File: config.mk
export PLATFORM = sky130hd
export DESIGN_NAME = rope_mover2d_flat
export DESIGN_NICKNAME = d
export VERILOG_FILES = /design/src/rtl/rope_mover2d_if.sv /design/src/rtl/rope_mover2d.sv /design/src/flat_wrapper.sv
export SDC_FILE = /design/constraint.sdc
export NUM_CORES = 1
export LEC_CHECK = 0
export ABC_CLOCK_PERIOD_IN_PS = 14350
export BUFFER_PORTS_ARGS = -buffer_cell sky130_fd_sc_hd__buf_2
export CORE_UTILIZATION = 45
export CTS_CLUSTER_DIAMETER = 150
export DETAILED_ROUTE_END_ITERATION = 6
export PLACE_DENSITY = 0.72
export SYNTH_ARGS = -nofsm -noshare
export SYNTH_HDL_FRONTEND = slang
export SYNTH_SLANG_ARGS = --single-unit
File: constraint.sdc
create_clock -name clk -period 14.35 [get_ports clk]
set_input_delay 2.1525 -clock clk [delete_from_list [all_inputs] [get_ports clk]]
set_output_delay 2.1525 -clock clk [all_outputs]
set_load 0.01 [all_outputs]
File: src/rtl/rope_mover2d_if.sv
// Control/status bundle between the frame logic and the 2-D rope mover.
// The controller side drives frame pulses, commands and collision toggles; the mover side returns position and status.
interface rope_mover2d_if #(
   parameter int COORD_W = 11,
   parameter int SPEED_W = 16
);
   logic                      startOfFrame;
   logic                      start;
   logic                      stop;
   logic                      load;
   logic signed [COORD_W-1:0] loadX;
   logic signed [COORD_W-1:0] loadY;
   logic signed [SPEED_W-1:0] loadVX;
   logic signed [SPEED_W-1:0] loadVY;
   logic                      dirToggleX;
   logic                      dirToggleY;
   logic signed [COORD_W-1:0] topLeftX;
   logic signed [COORD_W-1:0] topLeftY;
   logic                      moving;
   logic                      bounced;

   modport master (
      output startOfFrame, start, stop, load, loadX, loadY, loadVX, loadVY, dirToggleX, dirToggleY,
      input  topLeftX, topLeftY, moving, bounced
   );

   modport slave (
      input  startOfFrame, start, stop, load, loadX, loadY, loadVX, loadVY, dirToggleX, dirToggleY,
      output topLeftX, topLeftY, moving, bounced
   );
endinterface

File: src/rtl/rope_mover2d.sv
// 2-D fixed-point sprite mover: per-frame velocity integration, collision direction toggles,
// bounce or wrap at playfield bounds, and an idle/run/hold sequencer.
module rope_mover2d #(
   parameter int FRAC_BITS   = 6,
   parameter int COORD_W     = 11,
   parameter int SPEED_W     = 16,
   parameter int INIT_X      = 280,
   parameter int INIT_Y      = 100,
   parameter int INIT_VX     = 30,
   parameter int INIT_VY     = 0,
   parameter int MIN_X       = 0,
   parameter int MAX_X       = 639,
   parameter int MIN_Y       = 0,
   parameter int MAX_Y       = 479,
   parameter int WRAP_MODE   = 0,
   parameter int HOLD_FRAMES = 0
) (
   input  logic          clk,
   input  logic          resetN,
   rope_mover2d_if.slave bus
);
   localparam int PW   = COORD_W + FRAC_BITS + 2;
   localparam int HC_W = (HOLD_FRAMES > 0) ? $clog2(HOLD_FRAMES + 1) : 1;

   localparam logic signed [PW-1:0] LO_X    = PW'(MIN_X * (2 ** FRAC_BITS));
   localparam logic signed [PW-1:0] HI_X    = PW'(MAX_X * (2 ** FRAC_BITS));
   localparam logic signed [PW-1:0] LO_Y    = PW'(MIN_Y * (2 ** FRAC_BITS));
   localparam logic signed [PW-1:0] HI_Y    = PW'(MAX_Y * (2 ** FRAC_BITS));
   localparam logic signed [PW-1:0] SPAN_X  = PW'((MAX_X - MIN_X + 1) * (2 ** FRAC_BITS));
   localparam logic signed [PW-1:0] SPAN_Y  = PW'((MAX_Y - MIN_Y + 1) * (2 ** FRAC_BITS));
   localparam logic signed [PW-1:0] INIT_PX = PW'(INIT_X * (2 ** FRAC_BITS));
   localparam logic signed [PW-1:0] INIT_PY = PW'(INIT_Y * (2 ** FRAC_BITS));
   localparam logic signed [SPEED_W-1:0] INIT_VX_C = SPEED_W'(INIT_VX);
   localparam logic signed [SPEED_W-1:0] INIT_VY_C = SPEED_W'(INIT_VY);
   localparam logic [HC_W-1:0] HOLD_C = HC_W'(HOLD_FRAMES);

   typedef enum logic [1:0] {
      ST_IDLE = 2'd0,
      ST_RUN  = 2'd1,
      ST_HOLD = 2'd2
   } state_t;

   state_t                    state_r, state_s;
   logic [HC_W-1:0]           hold_r, hold_s;
   logic signed [PW-1:0]      pos_x_r, pos_x_s, pos_y_r, pos_y_s;
   logic signed [SPEED_W-1:0] v_x_r, v_x_s, v_y_r, v_y_s;
   logic                      lock_x_r, lock_x_s, lock_y_r, lock_y_s;
   logic                      bounced_r, bounced_s;
   logic                      tog_x_s, tog_y_s, step_s;
   logic signed [PW-1:0]      step_px_s, step_py_s;
   logic signed [SPEED_W-1:0] step_vx_s, step_vy_s;
   logic                      hit_x_s, hit_y_s;

   // The most negative velocity has no positive twin, so negation saturates.
   function automatic logic signed [SPEED_W-1:0] neg_sat(input logic signed [SPEED_W-1:0] v);
      logic signed [SPEED_W-1:0] most_neg;
      most_neg = {1'b1, {(SPEED_W-1){1'b0}}};
      if (v == most_neg) begin
         return {1'b0, {(SPEED_W-1){1'b1}}};
      end else begin
         return -v;
      end
   endfunction

   function automatic logic signed [SPEED_W-1:0] abs_sat(input logic signed [SPEED_W-1:0] v);
      if (v[SPEED_W-1]) begin
         return neg_sat(v);
      end else begin
         return v;
      end
   endfunction

   function automatic void axis_step(
      input  logic signed [PW-1:0]      pos,
      input  logic signed [SPEED_W-1:0] v,
      input  logic signed [PW-1:0]      lo,
      input  logic signed [PW-1:0]      hi,
      input  logic signed [PW-1:0]      span,
      output logic signed [PW-1:0]      pos_o,
      output logic signed [SPEED_W-1:0] v_o,
      output logic                      hit_o
   );
      logic signed [PW-1:0] n;
      n     = pos + {{(PW-SPEED_W){v[SPEED_W-1]}}, v};
      pos_o = n;
      v_o   = v;
      hit_o = 1'b0;
      if (n < lo) begin
         hit_o = 1'b1;
         if (WRAP_MODE != 0) begin
            pos_o = n + span;
         end else begin
            pos_o = lo;
            v_o   = abs_sat(v);
         end
      end else if (n > hi) begin
         hit_o = 1'b1;
         if (WRAP_MODE != 0) begin
            pos_o = n - span;
         end else begin
            pos_o = hi;
            v_o   = v[SPEED_W-1] ? v : neg_sat(v);
         end
      end else begin
         pos_o = n;
      end
   endfunction

   // Next-state, datapath and status computation.
   always_comb begin
      state_s   = state_r;
      hold_s    = hold_r;
      pos_x_s   = pos_x_r;
      pos_y_s   = pos_y_r;
      bounced_s = 1'b0;
      tog_x_s   = bus.dirToggleX & ~lock_x_r;
      tog_y_s   = bus.dirToggleY & ~lock_y_r;
      v_x_s     = tog_x_s ? neg_sat(v_x_r) : v_x_r;
      v_y_s     = tog_y_s ? neg_sat(v_y_r) : v_y_r;
      // A frame pulse re-arms the locks even when it coincides with a toggle.
      if (bus.startOfFrame) begin
         lock_x_s = 1'b0;
         lock_y_s = 1'b0;
      end else begin
         lock_x_s = lock_x_r | tog_x_s;
         lock_y_s = lock_y_r | tog_y_s;
      end
      step_s = bus.startOfFrame & (state_r == ST_RUN) & ~bus.load & ~bus.stop;
      axis_step(pos_x_r, v_x_s, LO_X, HI_X, SPAN_X, step_px_s, step_vx_s, hit_x_s);
      axis_step(pos_y_r, v_y_s, LO_Y, HI_Y, SPAN_Y, step_py_s, step_vy_s, hit_y_s);

      case (state_r)
         ST_IDLE: begin
            if (bus.start) begin
               state_s = ST_RUN;
            end else begin
               state_s = ST_IDLE;
            end
         end
         ST_RUN: begin
            if (step_s && (hit_x_s || hit_y_s) && (WRAP_MODE == 0) && (HOLD_FRAMES > 0)) begin
               state_s = ST_HOLD;
               hold_s  = HOLD_C;
            end else begin
               state_s = ST_RUN;
            end
         end
         ST_HOLD: begin
            if (bus.startOfFrame && (hold_r <= HC_W'(1'b1))) begin
               state_s = ST_RUN;
               hold_s  = {HC_W{1'b0}};
            end else if (bus.startOfFrame) begin
               hold_s  = hold_r - HC_W'(1'b1);
            end else begin
               state_s = ST_HOLD;
            end
         end
         default: begin
            state_s = ST_IDLE;
            hold_s  = {HC_W{1'b0}};
         end
      endcase

      if (step_s) begin
         pos_x_s   = step_px_s;
         pos_y_s   = step_py_s;
         v_x_s     = step_vx_s;
         v_y_s     = step_vy_s;
         bounced_s = (hit_x_s | hit_y_s) & (WRAP_MODE == 0);
      end else begin
         bounced_s = 1'b0;
      end

      if (bus.stop) begin
         state_s = ST_IDLE;
         hold_s  = {HC_W{1'b0}};
      end else begin
         hold_s  = hold_s;
      end

      if (bus.load) begin
         pos_x_s  = {{2{bus.loadX[COORD_W-1]}}, bus.loadX, {FRAC_BITS{1'b0}}};
         pos_y_s  = {{2{bus.loadY[COORD_W-1]}}, bus.loadY, {FRAC_BITS{1'b0}}};
         v_x_s    = bus.loadVX;
         v_y_s    = bus.loadVY;
         lock_x_s = 1'b0;
         lock_y_s = 1'b0;
      end else begin
         lock_x_s = lock_x_s;
      end
   end

   // State and datapath registers.
   always_ff @(posedge clk or negedge resetN) begin
      if (!resetN) begin
         state_r   <= ST_IDLE;
         hold_r    <= {HC_W{1'b0}};
         pos_x_r   <= INIT_PX;
         pos_y_r   <= INIT_PY;
         v_x_r     <= INIT_VX_C;
         v_y_r     <= INIT_VY_C;
         lock_x_r  <= 1'b0;
         lock_y_r  <= 1'b0;
         bounced_r <= 1'b0;
      end else begin
         state_r   <= state_s;
         hold_r    <= hold_s;
         pos_x_r   <= pos_x_s;
         pos_y_r   <= pos_y_s;
         v_x_r     <= v_x_s;
         v_y_r     <= v_y_s;
         lock_x_r  <= lock_x_s;
         lock_y_r  <= lock_y_s;
         bounced_r <= bounced_s;
      end
   end

   assign bus.topLeftX = pos_x_r[FRAC_BITS +: COORD_W];
   assign bus.topLeftY = pos_y_r[FRAC_BITS +: COORD_W];
   assign bus.moving   = (state_r == ST_RUN);
   assign bus.bounced  = bounced_r;
endmodule

File: src/flat_wrapper.sv
// flat-port wrapper written by rule: the top's interface ports become plain ports
module rope_mover2d_flat 
#(
   parameter int FRAC_BITS   = 6,
   parameter int COORD_W     = 11,
   parameter int SPEED_W     = 16,
   parameter int INIT_X      = 280,
   parameter int INIT_Y      = 100,
   parameter int INIT_VX     = 30,
   parameter int INIT_VY     = 0,
   parameter int MIN_X       = 0,
   parameter int MAX_X       = 639,
   parameter int MIN_Y       = 0,
   parameter int MAX_Y       = 479,
   parameter int WRAP_MODE   = 0,
   parameter int HOLD_FRAMES = 0
)
  (clk, resetN, bus_startOfFrame, bus_start, bus_stop, bus_load, bus_loadX, bus_loadY, bus_loadVX, bus_loadVY, bus_dirToggleX, bus_dirToggleY, bus_topLeftX, bus_topLeftY, bus_moving, bus_bounced);
  rope_mover2d_if #(.COORD_W(COORD_W), .SPEED_W(SPEED_W)) bus_i ();
  input  logic clk;
  input  logic resetN;
  input wire logic [$bits(bus_i.startOfFrame)-1:0] bus_startOfFrame;
  input wire logic [$bits(bus_i.start)-1:0] bus_start;
  input wire logic [$bits(bus_i.stop)-1:0] bus_stop;
  input wire logic [$bits(bus_i.load)-1:0] bus_load;
  input wire logic [$bits(bus_i.loadX)-1:0] bus_loadX;
  input wire logic [$bits(bus_i.loadY)-1:0] bus_loadY;
  input wire logic [$bits(bus_i.loadVX)-1:0] bus_loadVX;
  input wire logic [$bits(bus_i.loadVY)-1:0] bus_loadVY;
  input wire logic [$bits(bus_i.dirToggleX)-1:0] bus_dirToggleX;
  input wire logic [$bits(bus_i.dirToggleY)-1:0] bus_dirToggleY;
  output wire logic [$bits(bus_i.topLeftX)-1:0] bus_topLeftX;
  output wire logic [$bits(bus_i.topLeftY)-1:0] bus_topLeftY;
  output wire logic [$bits(bus_i.moving)-1:0] bus_moving;
  output wire logic [$bits(bus_i.bounced)-1:0] bus_bounced;
  assign bus_i.startOfFrame = bus_startOfFrame;
  assign bus_i.start = bus_start;
  assign bus_i.stop = bus_stop;
  assign bus_i.load = bus_load;
  assign bus_i.loadX = bus_loadX;
  assign bus_i.loadY = bus_loadY;
  assign bus_i.loadVX = bus_loadVX;
  assign bus_i.loadVY = bus_loadVY;
  assign bus_i.dirToggleX = bus_dirToggleX;
  assign bus_i.dirToggleY = bus_dirToggleY;
  assign bus_topLeftX = bus_i.topLeftX;
  assign bus_topLeftY = bus_i.topLeftY;
  assign bus_moving = bus_i.moving;
  assign bus_bounced = bus_i.bounced;
  rope_mover2d #(.FRAC_BITS(FRAC_BITS), .COORD_W(COORD_W), .SPEED_W(SPEED_W), .INIT_X(INIT_X), .INIT_Y(INIT_Y), .INIT_VX(INIT_VX), .INIT_VY(INIT_VY), .MIN_X(MIN_X), .MAX_X(MAX_X), .MIN_Y(MIN_Y), .MAX_Y(MAX_Y), .WRAP_MODE(WRAP_MODE), .HOLD_FRAMES(HOLD_FRAMES)) u_core (.clk(clk), .resetN(resetN), .bus(bus_i));
endmodule
-- After elaboration in Yosys (flattened, before gate mapping)
Cells that the tools add are included.
- latch bits: 0
- flip-flop bits (word level): 76
- memory bits (writable): 0
- memories kept: 0
- output and inout port bits: 24
- bits of input ports: 62
- bits in read-only memories: 0
- multiplexer cells: 44
- magnitude comparators: 5
- add/subtract/negate cells: 7
- shift-type cells: 0
- bitwise gates (word level): 12
- reduce and logical (&&, ||, !) cells: 5
- equality and inequality tests: 9
- multipliers: 0
- div/mod/pow operators: 0
- operators by type and width (operator ; number):
    $mux W16 ; 18
    $mux W19 ; 8
    $eq A16 B16 Y1 const B ; 4
    $neg A16 Y16 ; 4
    $add A19 B19 Y19 ; 2
    $lt A19 B1 Y1 const B ; 2
    $gt A19 B16 Y1 const B ; 1
    $gt A19 B17 Y1 const B ; 1
    $mux W1 ; 13
    $ne A4 B3 Y1 const B ; 2
    $mux W2 ; 3
    $pmux W2 S3 ; 1
    $and A1 B1 Y1 ; 5
    $not A1 Y1 ; 4
    $or A1 B1 Y1 ; 3
    $eq A2 B1 Y1 const B ; 1
    $eq A2 B2 Y1 const B ; 1
    $logic_not A2 Y1 ; 1
    $ne A2 B1 Y1 const B ; 1
    $pmux W1 S2 ; 1
    $reduce_and A2 Y1 ; 1
    $reduce_bool A2 Y1 ; 1
    $reduce_or A2 Y1 ; 1
    $le A1 B1 Y1 const B ; 1
    2 further kinds ; 2

-- Longest topological paths before layout
- depth in word-level cells: 10
- depth in mapped cells: 21
- depth with buffers taken out: 20

-- Worst setup path before layout
Ideal clock, no wire load.
- path type: input to register
- start: input port bus_dirToggleX
- end: register u_core.v_x_r[1]
- buffers on the path: 1
- setup slack: 8399 ps
- stages on the path: 18
- arrival: 5853 ps
- setup time: 98 ps
- required time: 14252 ps
- path through: nand2b_1 -> nor3b_1 -> nand2_4 -> nand2_1 -> ha_1 -> inv_1 -> fa_1 -> nand3b_1 -> a211oi_1 -> o311ai_2 -> a41oi_1 -> xor2_1 -> a311o_1 -> a21oi_2 -> buf_4 -> o21bai_1 -> o211ai_1 -> a221oi_1
- longest elaborated chain between the ends: 9
- elaborated cells between the ends (all ways): 14
- classes of those cells: add/sub: 2; order compare: 2; eq/ne: 1; mux: 8; bitwise: 1
- RTL lines (what ; line ; text):
    start: declaration ; flat_wrapper.sv:30 ; input wire logic [$bits(bus_i.dirToggleX)-1:0] bus_dirToggleX;
    $and A1 B1 Y1 * ; rope_mover2d.sv:116 ; tog_x_s = bus.dirToggleX & ~lock_x_r;
    $mux W16 * ; rope_mover2d.sv:118 ; v_x_s = tog_x_s ? neg_sat(v_x_r) : v_x_r;
    branches (longest 5 deep; another with $add A19 B19 Y19) ; n/a ;
    $mux W16 * ; rope_mover2d.sv:164 ; if (step_s) begin
    $mux W16 * ; rope_mover2d.sv:181 ; if (bus.load) begin
    named net u_core.v_x_s[1] ; rope_mover2d.sv:46 ; logic signed [SPEED_W-1:0] v_x_r, v_x_s, v_y_r, v_y_s;
    end signal: assignment ; rope_mover2d.sv:210 ; v_x_r <= v_x_s;
    end: declaration ; rope_mover2d.sv:46 ;
Mark *: on every way through the listed nets, which the timed path passes.
A chain may end at the register's enable or synchronous reset.

-- Worst setup path in the final report
- start: input port bus_dirToggleX
- end: register u_core.pos_x_r[5]
- longest elaborated chain between the ends: 8
- elaborated cells between the ends (all ways): 9
- classes of those cells: add/sub: 1; order compare: 2; mux: 5; bitwise: 1
- RTL lines (what ; line ; text):
    $and A1 B1 Y1 * ; rope_mover2d.sv:116 ;
    $mux W16 * ; rope_mover2d.sv:118 ;
    $add A19 B19 Y19 * ; rope_mover2d.sv:84 ; n = pos + {{(PW-SPEED_W){v[SPEED_W-1]}}, v};
    $gt A19 B17 Y1 ; rope_mover2d.sv:96 ; end else if (n > hi) begin
    $mux W19 ; rope_mover2d.sv:96 ;
    $mux W19 * ; rope_mover2d.sv:88 ; if (n < lo) begin
    $mux W19 * ; rope_mover2d.sv:164 ;
    $mux W19 * ; rope_mover2d.sv:181 ;
    end signal: assignment ; rope_mover2d.sv:208 ; pos_x_r <= pos_x_s;
    end: declaration ; rope_mover2d.sv:45 ; logic signed [PW-1:0] pos_x_r, pos_x_s, pos_y_r, pos_y_s;
Mark *: on every way between the ends. The rest lies on a longest branch, timed or not. The select of a mux whose other input is x is not followed.

==> reports/qor.csv <==
metric,value,unit
grt_pass1_wl,41.6,mm
critical_path_required,14.60,ns
cp-end-kind,register,
share_of_flip_flops_with_an_asynchronous_set_or_reset_after_synthesis,1.00,
top_level_ports,86,
die_w,138,um
slowest_stage,nor2_1,
detail-route-antenna-nets,0,
drt-vias-per-instance,6.40,
detail_route.wirelength,25.8,mm
maximum_number_of_pins_on_one_net_before_global_route_repair,80,
ff2ff_path_depth,20,
layout.cells.most_common_list,"114 x nand2_1, 83 x buf_2, 72 x nor2_1",
number_of_global_route_vias_before_repair,7861,
ys_seq_elements,75,
clk_root_buffer_cell,clkbuf_16,
final_design_area_no_fill,9040,um2
fin_total_pwr,1.11,mW
max_cap_violations,0,
antenna_found_initial,0,
path_cells,buf_2 -> nand2b_1 -> nor3b_1 -> nand2_4 -> nand2_1 -> ha_1 -> inv_1 -> fa_1 -> nand3b_1 -> a211oi_1 -> o311ai_2 -> o21ai_1 -> xnor2_1 -> buf_4 -> xnor2_1 -> nor2_1 -> nand2_1 -> o31ai_1,
outcome,"finished, violations left",
final_common_cell,nand2_1,
drt_first_iter_violations,959,
synth_enable_flop_cells,0,
cts.reportedPaths.clkPinSlew,0.07,ns
count_of_instances_resized_after_the_clock_tree_is_built,0,
fmaxAchievable,0.144,GHz
yosys_most_used_dff,dfrtp_1,
leakage,3.89,nW
fraction_of_power_spent_switching_nets,0.449,
timing.max_slew.rel_slack,0.211,
coreArea,18100,um2
ctsHtreeMaxLevel,3,
synth_seq_area_share,0.227,
timing.final.hold_violations,0,
syn-num-nets,1160,
yosys.cell_types.count,106,
detailedRoute.firstPassIterationCount,7,
grt.overflow.total,0,
finalSetupViolations,0,
power_density,122,nW/um2
diodes,0,
finalNetCount,1190,
start_util,0.461,
tritoncts_num_sinks,75,
worstSetupStartpointType,primary input,
failing_checks,design-rule violations,
clock_power_share,0.239,
clkLatencyLatePin,0.36,ns
avgSynthCellArea,7.91,um2
cts_setup_buffers,0,
fp-row-count,49,
drt_drc_violations_left,8,
postPlaceCellArea,8710,um2
power.combinational.fraction,0.511,
ctsLongestPathBuffers,2,
groute.usage.overall,0.271,
detailroute.via_count,8429,
p_int,0.609,mW
critical_path.max_fanout,18,
final_util,0.500,
post_route_cells_drive_above_1_share,0.162,
clock_tree_from_tritoncts,yes,
worst-endpoint-arrival,7.19,ns
setup_tns,0,ns
worst_clock_skew,0.0141,ns
finalMaxSlewViolations,0,
cts_hold_buffers,0,
yosys_warnings,0,
finalCritPeriodShare,0.483,
tightestPinTransition,1.17,ns
start_to_end_type_of_the_worst_setup_path,primary input to register,
hold_ws,0.470,ns
min_delay_path_depth,1,
power_switching,0.497,mW
slowest_delay,0.81,ns
die_height,138,um
detailedPlacementHpwl,18.9,mm
synth_area,8340,um2
io_buffers,85,
layout-area-overhead-vs-synth,8.45,%
fillers,1756,
placer_congestion_estimate,0.923,
postSynthCellCount,1054,
number_of_buffers_added_by_the_clock_tree_synthesis_step,9,
unrepaired_setup_endpoints_after_global_routing,no,
wl_per_cell,19.6,um
design.die.area,19100,um2
power.ir.vdd_worst,61.2,uV
fin_crit,6.94,ns
hold_class,register to register,
power.sequential.fraction,0.251,
[routing by layer]
metal  track usage  share of wire  wire (um)  vias to the layer above
met5             0              0          0                        -
met4        0.0917          0.024        616                        0
met3        0.0423          0.078       2000                       51
met2         0.411           0.43      11100                      399
met1         0.390           0.47      12000                     3994
li1              -              -          -                     3985
[power groups by stage]
stage	logic (mW)	clock network (mW)	registers, mW
3_3_place_gp	0.543	0	0.279
4_1_cts	0.554	0.264	0.276
2_1_floorplan	0.440	0	0.265
5_1_grt	0.620	0.275	0.280
3_5_place_dp	0.549	0	0.280
6_report	0.565	0.264	0.277
[final cells by class]
cell class	count	area, um2	area share
clock buffers	10	239	0.0264
repair buffers	94	498	0.0551
multi-input cells	864	5890	0.651
clock inverters	6	88.8	0.00983
well taps	229	287	0.0317
flip-flops and latches	75	1890	0.209
inverters	40	150	0.0166
[state kept, by name, indices dropped and copies added, names as in the netlist]
name / flops
u_core.pos_y_r: 19
u_core.lock_y_r: 1
u_core.pos_x_r: 19
u_core.bus.bounced: 1
u_core.lock_x_r: 1
u_core.state_r: 2
u_core.v_x_r: 16
u_core.v_y_r: 16
[through the flow]
stage / setup slack, ns / instances
final: 7.41 / 1318
after global placement: 7.35 / 1302
after CTS: 7.51 / 1318
after global routing: 6.90 / 1318
after detailed placement: 7.24 / 1302
after floorplan: 8.40 / 1054
[critical path, delay by kind of cell]
family	cells	cell delay (ns)
buffers and inverters	3	0.43
XOR/XNOR	2	0.32
AO/OA/AOI/OAI	4	1.12
AND/OR/NAND/NOR	7	2.54
adder cells (fa/ha/maj)	2	0.61
[synth_stat cells (8+ instances only)]
cell      count  area [um2]
a31oi_1      15        93.8
clkbuf_1     33         124
mux2i_1      10         100
nor3_1       32         160
nand4_1      10        62.6
ha_1         42         526
o22ai_1      12        75.1
a21oi_1      71         355
xnor2_1      43         377
o21ai_0      64         320
a22o_1       13         114
xor2_1       18         158
buf_2        11        55.1
and2_1        8        50.1
o31ai_1      10        75.1
o21a_1       10        75.1
inv_1        38         143
a211oi_1      8        60.1
nor2_1       72         270
a21o_1       22         165
nand3_1      28         140
nor3b_1       8        60.1
a221oi_1      9        78.8
o21ai_1      17        85.1
dfrtp_1      65        1630
buf_4        24         180
and3_1       10        62.6
nand2b_1     15        93.8
nand2_1     114         428
dfstp_2      10         263
or3_1         8        50.1
o211ai_1     20         150
[logic make-up after synthesis]
kind of cell	count (synthesis)	share of synthesized area
AND/OR/NAND/NOR	376	0.245
AO/OA/AOI/OAI	369	0.312
buffers and inverters	115	0.0669
flip-flops	75	0.227
XOR/XNOR	61	0.0641
adder cells (fa/ha/maj)	44	0.0678
multiplexers	14	0.0174
[worst paths after layout]
path	from	endpoint	slack (ns)
worst max-delay path	bus_dirToggleX	u_core.pos_x_r[5]	7.41
worst min-delay path	u_core.state_r[0]	u_core.state_r[1]	0.47
worst max register to register	u_core.v_y_r[0]	u_core.v_y_r[1]	8.35
worst min register to register	u_core.state_r[0]	u_core.state_r[1]	0.47
max in group asynchronous	resetN	u_core.v_y_r[13]	11.62
min in group asynchronous	resetN	u_core.pos_y_r[15]	1.76
Power figures use the tool's default switching activity.
